### src/rtl/mul8_pkg.sv
// Shared constants and state encoding for the sequential 8x8 shift-add multiplier.
// Early-exit build option: MUL8_EARLY_EXIT_EN (consumed in mul8_seq).
package mul8_pkg;

    localparam int WIDTH     = 8;
    localparam int CNT_W     = 4;
    localparam int LAST_ITER = WIDTH - 1;

    localparam logic [1:0] S_IDLE = 2'd0;
    localparam logic [1:0] S_BUSY = 2'd1;
    localparam logic [1:0] S_DONE = 2'd2;

    typedef enum logic [1:0] {
        IDLE = S_IDLE,
        BUSY = S_BUSY,
        DONE = S_DONE
    } state_t;

endpackage

### src/rtl/mul8_seq_if.sv
// Operand (valid/ready) and product (valid/ready) channels of mul8_seq.
interface mul8_seq_if;

    logic        in_valid;
    logic        in_ready;
    logic [7:0]  a;
    logic [7:0]  b;
    logic        out_valid;
    logic        out_ready;
    logic [15:0] p;

    modport master (
        output in_valid, a, b, out_ready,
        input  in_ready, out_valid, p
    );

    modport slave (
        input  in_valid, a, b, out_ready,
        output in_ready, out_valid, p
    );

endinterface

### src/rtl/adder8.sv
// 8-bit ripple-carry adder with carry out and signed overflow flag.
module adder8 (
    input  logic [7:0] a,
    input  logic [7:0] b,
    input  logic       cin,
    output logic [7:0] sum,
    output logic       cout,
    output logic       ovfl
);

    logic [8:0] c;

    always_comb begin
        c    = '0;
        sum  = '0;
        c[0] = cin;
        for (int i = 0; i < 8; i++) begin
            sum[i]   = a[i] ^ b[i] ^ c[i];
            c[i + 1] = (a[i] & b[i]) | (c[i] & (a[i] ^ b[i]));
        end
    end

    assign cout = c[8];
    assign ovfl = c[8] ^ c[7];

endmodule

### src/rtl/mul8_seq.sv
// Sequential 8x8 unsigned shift-add multiplier, one partial-product add per clock.
// Define MUL8_EARLY_EXIT_EN to finish as soon as no multiplier bits remain set.
//
// state | meaning
// IDLE  | waiting for an operand pair, in_ready=1
// BUSY  | one add/shift per edge, cnt counts iterations 0..7
// DONE  | product held on p with out_valid=1 until out_ready
module mul8_seq #(
    parameter int WIDTH = mul8_pkg::WIDTH,
    parameter int CNT_W = mul8_pkg::CNT_W
) (
    input  logic       clk,
    input  logic       rst_n,
    mul8_seq_if.slave  bus
);

    import mul8_pkg::*;

    if (WIDTH != 8) begin : g_width_chk
        $error("mul8_seq: WIDTH must be 8, adder datapath is fixed");
    end
    if ((1 << CNT_W) <= WIDTH) begin : g_cnt_chk
        $error("mul8_seq: CNT_W too narrow for WIDTH iterations");
    end

    state_t           state, state_nxt;
    logic [7:0]       mcand, acc_hi, acc_lo;
    logic [CNT_W-1:0] cnt;
    logic [7:0]       add_b, sum;
    logic             cout, unused_ovfl;
    logic             accept, last_iter, early_exit;
    logic [15:0]      step_acc;

    assign add_b = acc_lo[0] ? mcand : 8'h00;

    adder8 u_adder (
        .a    (acc_hi),
        .b    (add_b),
        .cin  (1'b0),
        .sum  (sum),
        .cout (cout),
        .ovfl (unused_ovfl)
    );

`ifdef MUL8_EARLY_EXIT_EN
    logic [7:0]       rem_mask;
    logic [CNT_W-1:0] sh_amt;

    // Multiplier bits above the one consumed this cycle; if all clear, skip the rest.
    assign rem_mask   = (8'hFF >> cnt) & 8'hFE;
    assign early_exit = (acc_lo & rem_mask) == 8'h00;
    assign sh_amt     = CNT_W'(WIDTH) - cnt;
    assign step_acc   = early_exit ? 16'({cout, sum, acc_lo} >> sh_amt)
                                   : {cout, sum, acc_lo[7:1]};
`else
    assign early_exit = 1'b0;
    assign step_acc   = {cout, sum, acc_lo[7:1]};
`endif

    assign last_iter = (cnt == CNT_W'(LAST_ITER));
    assign accept    = bus.in_valid && (state == IDLE);

    always_ff @(posedge clk or negedge rst_n) begin
        if (!rst_n) begin
            state <= IDLE;
        end else begin
            state <= state_nxt;
        end
    end

    always_comb begin
        state_nxt     = state;
        bus.in_ready  = 1'b0;
        bus.out_valid = 1'b0;
        case (state)
            IDLE: begin
                bus.in_ready = 1'b1;
                if (bus.in_valid) begin
                    state_nxt = BUSY;
                end
            end
            BUSY: begin
                if (last_iter || early_exit) begin
                    state_nxt = DONE;
                end
            end
            DONE: begin
                bus.out_valid = 1'b1;
                if (bus.out_ready) begin
                    state_nxt = IDLE;
                end
            end
            default: state_nxt = IDLE;
        endcase
    end

    always_ff @(posedge clk or negedge rst_n) begin
        if (!rst_n) begin
            mcand  <= '0;
            acc_hi <= '0;
            acc_lo <= '0;
            cnt    <= '0;
        end else if (accept) begin
            mcand  <= bus.a;
            acc_hi <= '0;
            acc_lo <= bus.b;
            cnt    <= '0;
        end else if (state == BUSY) begin
            {acc_hi, acc_lo} <= step_acc;
            cnt              <= cnt + 1'b1;
        end
    end

    assign bus.p = {acc_hi, acc_lo};

endmodule

### src/flat_wrapper.sv
// flat-port wrapper written by rule: the top's interface ports become plain ports
module mul8_seq_flat import mul8_pkg::*;
#(
    parameter int WIDTH = mul8_pkg::WIDTH,
    parameter int CNT_W = mul8_pkg::CNT_W
)
  (clk, rst_n, bus_in_valid, bus_a, bus_b, bus_out_ready, bus_in_ready, bus_out_valid, bus_p);
  mul8_seq_if bus_i ();
  input  logic clk;
  input  logic rst_n;
  input wire logic [$bits(bus_i.in_valid)-1:0] bus_in_valid;
  input wire logic [$bits(bus_i.a)-1:0] bus_a;
  input wire logic [$bits(bus_i.b)-1:0] bus_b;
  input wire logic [$bits(bus_i.out_ready)-1:0] bus_out_ready;
  output wire logic [$bits(bus_i.in_ready)-1:0] bus_in_ready;
  output wire logic [$bits(bus_i.out_valid)-1:0] bus_out_valid;
  output wire logic [$bits(bus_i.p)-1:0] bus_p;
  assign bus_i.in_valid = bus_in_valid;
  assign bus_i.a = bus_a;
  assign bus_i.b = bus_b;
  assign bus_i.out_ready = bus_out_ready;
  assign bus_in_ready = bus_i.in_ready;
  assign bus_out_valid = bus_i.out_valid;
  assign bus_p = bus_i.p;
  mul8_seq #(.WIDTH(WIDTH), .CNT_W(CNT_W)) u_core (.clk(clk), .rst_n(rst_n), .bus(bus_i));
endmodule
### config.mk
export PLATFORM = sky130hd
export DESIGN_NAME = mul8_seq_flat
export DESIGN_NICKNAME = d
export VERILOG_FILES = /design/src/rtl/mul8_pkg.sv /design/src/rtl/mul8_seq_if.sv /design/src/rtl/adder8.sv /design/src/rtl/mul8_seq.sv /design/src/flat_wrapper.sv
export SDC_FILE = /design/constraint.sdc
export NUM_CORES = 1
export LEC_CHECK = 0
export ABC_AREA = 1
export BUFFER_PORTS_ARGS = -buffer_cell sky130_fd_sc_hd__buf_2
export CORE_MARGIN = 4
export CORE_UTILIZATION = 45
export CTS_CLUSTER_DIAMETER = 100
export DETAILED_ROUTE_END_ITERATION = 6
export PLACE_DENSITY_LB_ADDON = 0.25
export SLEW_MARGIN = 10
export SYNTH_ARGS = -nofsm -noshare
export SYNTH_HDL_FRONTEND = slang
export SYNTH_HIERARCHICAL = 1
export SYNTH_SLANG_ARGS = --single-unit
### constraint.sdc
create_clock -name clk -period 4.3 [get_ports clk]
set_clock_uncertainty 0.15 [all_clocks]
set_input_delay 0.645 -clock clk [delete_from_list [all_inputs] [get_ports clk]]
set_output_delay 0.645 -clock clk [all_outputs]
set_load 0.01 [all_outputs]
# Word level (Yosys, flattened, before mapping)
# Cells that the tools add are included.
# word_totals
regBits	30
in_bits	20
output_inout_bits	18
# classes
add_sub_neg	1
eq_ne	6
n_mux	13
n_bitwise	37
n_reduce_logical	4
# ops
cell	count
8-bit two-way mux	5
1-bit AND	15
1-bit bitwise XOR	15
4-bit two-way mux	2
1-bit bitwise OR	7
2-bit two-way mux	3
2-bit one-hot mux with 3 select lines	1
4-bit by 1-bit adder with 4-bit output (second input constant)	1
4-bit by 3-bit == test with 1-bit output (second input constant)	1
2-bit inequality test (second input constant)	2
3-bit AND reduction	1
2-bit by 1-bit == test with 1-bit output (second input constant)	1
2-bit == test (second input constant)	1
2-bit zero test	1
1-bit two-way mux	2
2-bit by 1-bit inequality test with 1-bit output (second input constant)	1
2-bit nonzero test	1
1-bit logical AND	1

# Longest topological paths before layout
# depth
ltp_word	18
mapped_depth	17
mapped_depth_nobuf	16

# Cells and area by module
# Netlist, hierarchy kept.
# modules_own_cells
module	n_inst	cells_per_inst	area_each_um2
mul8_seq	1	170	1372.6
adder8	1	21	209.0

# Worst setup path before layout
# OpenSTA, ideal clock, no wires.
# synth_path
path_kind	register to register
from	reg u_core.acc_lo[0]
to	reg u_core.acc_hi[6]
setup_ns	0.065
arrival_time_ns	3.842
t_required_ns	4.085
setup_slack_ns	0.243
path_stages_with_launch	18
path_buffers	1
period_less_slack_ns	4.057
cell_sequence	dfrtp_1 clkbuf_1 nand2_1 inv_1 fa_1 inv_1 fa_1 inv_1 fa_1 fa_1 fa_1 fa_1 fa_1 inv_1 fa_1 inv_1 nand2_1 nand2_1
# synth_via
elab_chain_cells	17
word_cells_on_any_way	30
cone_classes	mux (3); bitwise (27)
# synth_lines
item	line_no	source
from (decl)	mul8_seq.sv:27	logic [7:0] mcand, acc_hi, acc_lo;
from (signal assigned)	mul8_seq.sv:106	acc_lo <= bus.b;
from (signal assigned)	mul8_seq.sv:109	{acc_hi, acc_lo} <= step_acc;
8-bit two-way mux	mul8_seq.sv:34	assign add_b = acc_lo[0] ? mcand : 8'h00;
named net u_core.add_b[0]	mul8_seq.sv:29	logic [7:0] add_b, sum;
1-bit AND (2 in series)	adder8.sv:19	c[i + 1] = (a[i] & b[i]) | (c[i] & (a[i] ^ b[i]));
1-bit bitwise OR	adder8.sv:19	
1-bit AND	adder8.sv:19	
1-bit bitwise OR	adder8.sv:19	
1-bit AND	adder8.sv:19	
1-bit bitwise OR	adder8.sv:19	
(+2 left out)	--	
1-bit AND	adder8.sv:19	
1-bit bitwise OR	adder8.sv:19	
1-bit AND	adder8.sv:19	
1-bit bitwise OR	adder8.sv:19	
1-bit bitwise XOR	adder8.sv:18	sum[i] = a[i] ^ b[i] ^ c[i];
named net u_core.sum[7]	mul8_seq.sv:29	
8-bit two-way mux	mul8_seq.sv:108	end else if (state == BUSY) begin
8-bit two-way mux	mul8_seq.sv:103	end else if (accept) begin
to (signal assigned)	mul8_seq.sv:109	
to (decl)	mul8_seq.sv:27	
# The timed path passes the listed nets, and every way through them passes these cells. The select of a mux whose other input is x is not followed.
# A chain may end at the register's enable or synchronous reset.

# Final worst setup path
# layout_path
from	reg u_core.mcand[0]
to	reg u_core.acc_hi[6]
# layout_via
elab_chain_cells	17
# layout_lines
item	line_no	source
from (decl)	mul8_seq.sv:27	
from (signal assigned)	mul8_seq.sv:104	mcand <= bus.a;
8-bit two-way mux	mul8_seq.sv:34	
named net u_core.add_b[0]	mul8_seq.sv:29	
1-bit AND (2 in series)	adder8.sv:19	
1-bit bitwise OR	adder8.sv:19	
1-bit AND	adder8.sv:19	
1-bit bitwise OR	adder8.sv:19	
1-bit AND	adder8.sv:19	
1-bit bitwise OR	adder8.sv:19	
(+2 left out)	--	
1-bit AND	adder8.sv:19	
1-bit bitwise OR	adder8.sv:19	
1-bit AND	adder8.sv:19	
1-bit bitwise OR	adder8.sv:19	
1-bit bitwise XOR	adder8.sv:18	
named net u_core.sum[7]	mul8_seq.sv:29	
8-bit two-way mux	mul8_seq.sv:108	
8-bit two-way mux	mul8_seq.sv:103	
# The timed path passes the listed nets, and every way through them passes these cells. The select of a mux whose other input is x is not followed.

==> run summary <==
* area taken by flip-flops and latches: 750.7 um^2
* kind of path behind the tightest hold check: in2async
* static leakage: 1.094 nW
* type of origin of the critical path: flip-flop
* data required time of the worst path: 4410 ps
* remaining antenna violation count after routing: 0
* total global routing overflow: 0
* Die Outline Area: 4498 um^2
* standard cell core area: 3363 um^2
* buffers inserted by post-CTS timing repair: 0
* most frequent cell on the critical path: sky130_fd_sc_hd__fa_1
* CP Max Fanout: 2
* number of placed cells counting well taps: 266
* Yosys warning count: 6
* transition time of the tightest slew-check pin: 820.6 ps
* share of layout cells above drive strength 1: 0.2555
* total number of H-tree levels: 2
* GRT Total Usage: 0.1515
* input/output buffers: 37
* CTS Buf Count: 5
* floorplan die height: 67.07 um
* dpl cell area: 1767 um^2
* # fillers: 355
* fin nets: 256
* number of instances in the synthesized netlist: 188
* iteration-0 DRC count of the detailed router: 49
* top-level port count: 38
* final standard cell area without fillers: 1814 um^2
* delay-heaviest family, CP: adder cells
* wire length of the first global-routing pass: 5043 um
* internal power contribution: 0.6718 mW
* routed via count divided by cell count: 4.458
* ant diodes: 0
* detailed-router iteration count before antenna repair: 4
* largest net degree at the start of global routing: 31
* total negative setup slack: 0 ps
* Critical Path, Cell by Cell: nand2_1, inv_1, fa_1, inv_1, fa_1, inv_1, fa_1, fa_1, fa_1, fa_1, fa_1, inv_1, fa_1, inv_1, nand2_1, nand2_1
* sequential power share: 0.429
* critical path buffer and inverter count: 5
* type of the setup path with the least slack: reg2reg
* Final Setup Violations: 0
* kind of end point of the critical path: flip-flop
* net switching fraction of the power: 0.4277
* setup repair after global routing missed its margin: false
* DRC violation count after routing: 0
* Worst EP arrival: 4040 ps
* summed instance area of the synthesized netlist: 1570 um^2
* Root Buffer: sky130_fd_sc_hd__clkbuf_4
* final design utilization: 0.5394
* number of slew-limit violations in the final report: 0
* highest clock rate: 254.5 MHz
* per-instance average area after synthesis: 8.352 um^2
* post-cts sizing count: 0
* final setup slack of the worst path: 371.2 ps
* number of buffers on the longest clock path: 2
* Final Hold Fails: 0
* number of buffers inserted for hold repair after clock tree synthesis: 0
* number of nets in the synthesized netlist: 217
* final cell count without fillers: 273
* final worst path period need: 3929 ps
* worst slew margin relative to its limit: 0.4529
* area of the multi-input gates: 665.6 um^2
* number of antenna violations at the first check in global routing: 0
* later-pin clock latency in the skew report: 330 ps
* number of max-capacitance violations reported: 0
* number of clock sinks: 30
* wire length after detailed routing: 2884 um
* Std-Cell Rows: 21
* clock transition at the registers of the reported paths: 100 ps
* share of the cycle needed by the critical path after routing: 0.9137
* Horiz. Die Dim: 67.07 um
* power density over the cells: 647.1 nW/um^2
* cell with the largest stage delay on the worst path: sky130_fd_sc_hd__fa_1
* fraction of power consumed by the clock network: 0.129
* worst reg-to-reg setup slack: 370 ps
* global placement routability congestion: 0.7590
* Starting Density: 0.4669
* layout-stage area growth over the synthesis result: 15.54%
* total power: 1.174 mW
* worst vdd rail ir drop: 0.2676 mV
* Gate power share: 0.442
* worst slack, placed: 346.9 ps
* vias in the first global route: 1229
* Critical Path Max Stage Delay: 410 ps
* switching component of the power: 0.5021 mW
* clock tree from TritonCTS: done
* worst hold slack across all endpoints: 185.6 ps
* detailed-route wire length per cell: 10.56 um
* DPL Wire Length: 2084 um
* status: finished, final reports clean
* via count: 1217
## sequential cells by signal, summed over array words and instances (netlist names)
name	flops
u_core/state	2
u_core/acc_lo	8
u_core/mcand	8
u_core/cnt	4
u_core/acc_hi	8
## cell type report
| class | count | area share |
|---|---|---|
| Inverter | 26 | 0.05517 |
| Clock buffer | 5 | 0.02069 |
| Tap cell | 46 | 0.03172 |
| Clock inverter | 2 | 0.005517 |
| Multi-Input combinational cell | 126 | 0.3669 |
| Timing Repair Buffer | 38 | 0.1062 |
| Sequential cell | 30 | 0.4138 |
## power groups by stage
stage	Clock, mW	Sequential [mW]	Combinational (mW)
after floorplan	0	0.526	0.362
after global placement	0	0.505	0.520
after detailed placement	0	0.506	0.532
after CTS	0.157	0.503	0.531
after global routing	0.168	0.522	0.609
final	0.152	0.503	0.519
## per-layer routing
layer | up-vias | share of wire | GRT usage
met5 | - | 0 | 0
met4 | 0 | 0.012 | 0.05316
met3 | 6 | 0.046 | 0.04553
met2 | 26 | 0.48 | 0.2552
met1 | 556 | 0.46 | 0.1820
li1 | 629 | - | -
## path summary, 6_finish.rpt
path / from / cells past startpoint / end
worst max-delay path: u_core/mcand[0] / 16 / u_core/acc_hi[6]
worst min-delay path: rst_n / 1 / u_core/mcand[2]
worst max register to register: u_core/mcand[0] / 16 / u_core/acc_hi[6]
worst min register to register: u_core/mcand[3] / 2 / u_core/mcand[3]
max in group asynchronous: rst_n / 1 / u_core/acc_hi[5]
min in group clk: u_core/mcand[3] / 2 / u_core/mcand[3]
## cells in the final DEF, fill, tap and decap left out
cell and instances:
sky130_fd_sc_hd__conb_1 1, sky130_fd_sc_hd__nor2_4 1, sky130_fd_sc_hd__inv_1 22, sky130_fd_sc_hd__nand3_2 2
sky130_fd_sc_hd__nand4_1 1, sky130_fd_sc_hd__inv_4 1, sky130_fd_sc_hd__fa_1 8, sky130_fd_sc_hd__o21ai_0 2
sky130_fd_sc_hd__nor2_2 1, sky130_fd_sc_hd__clkbuf_4 5, sky130_fd_sc_hd__nor2_1 4, sky130_fd_sc_hd__o21ai_1 1
sky130_fd_sc_hd__ha_1 1, sky130_fd_sc_hd__o21ai_2 1, sky130_fd_sc_hd__nand2_1 91, sky130_fd_sc_hd__buf_2 37
sky130_fd_sc_hd__nand2_2 4, sky130_fd_sc_hd__inv_2 3, sky130_fd_sc_hd__dfrtp_1 30, sky130_fd_sc_hd__clkinv_2 2
sky130_fd_sc_hd__buf_4 1, sky130_fd_sc_hd__nand3_1 8
No activity file was read; power rests on OpenSTA's default activity.
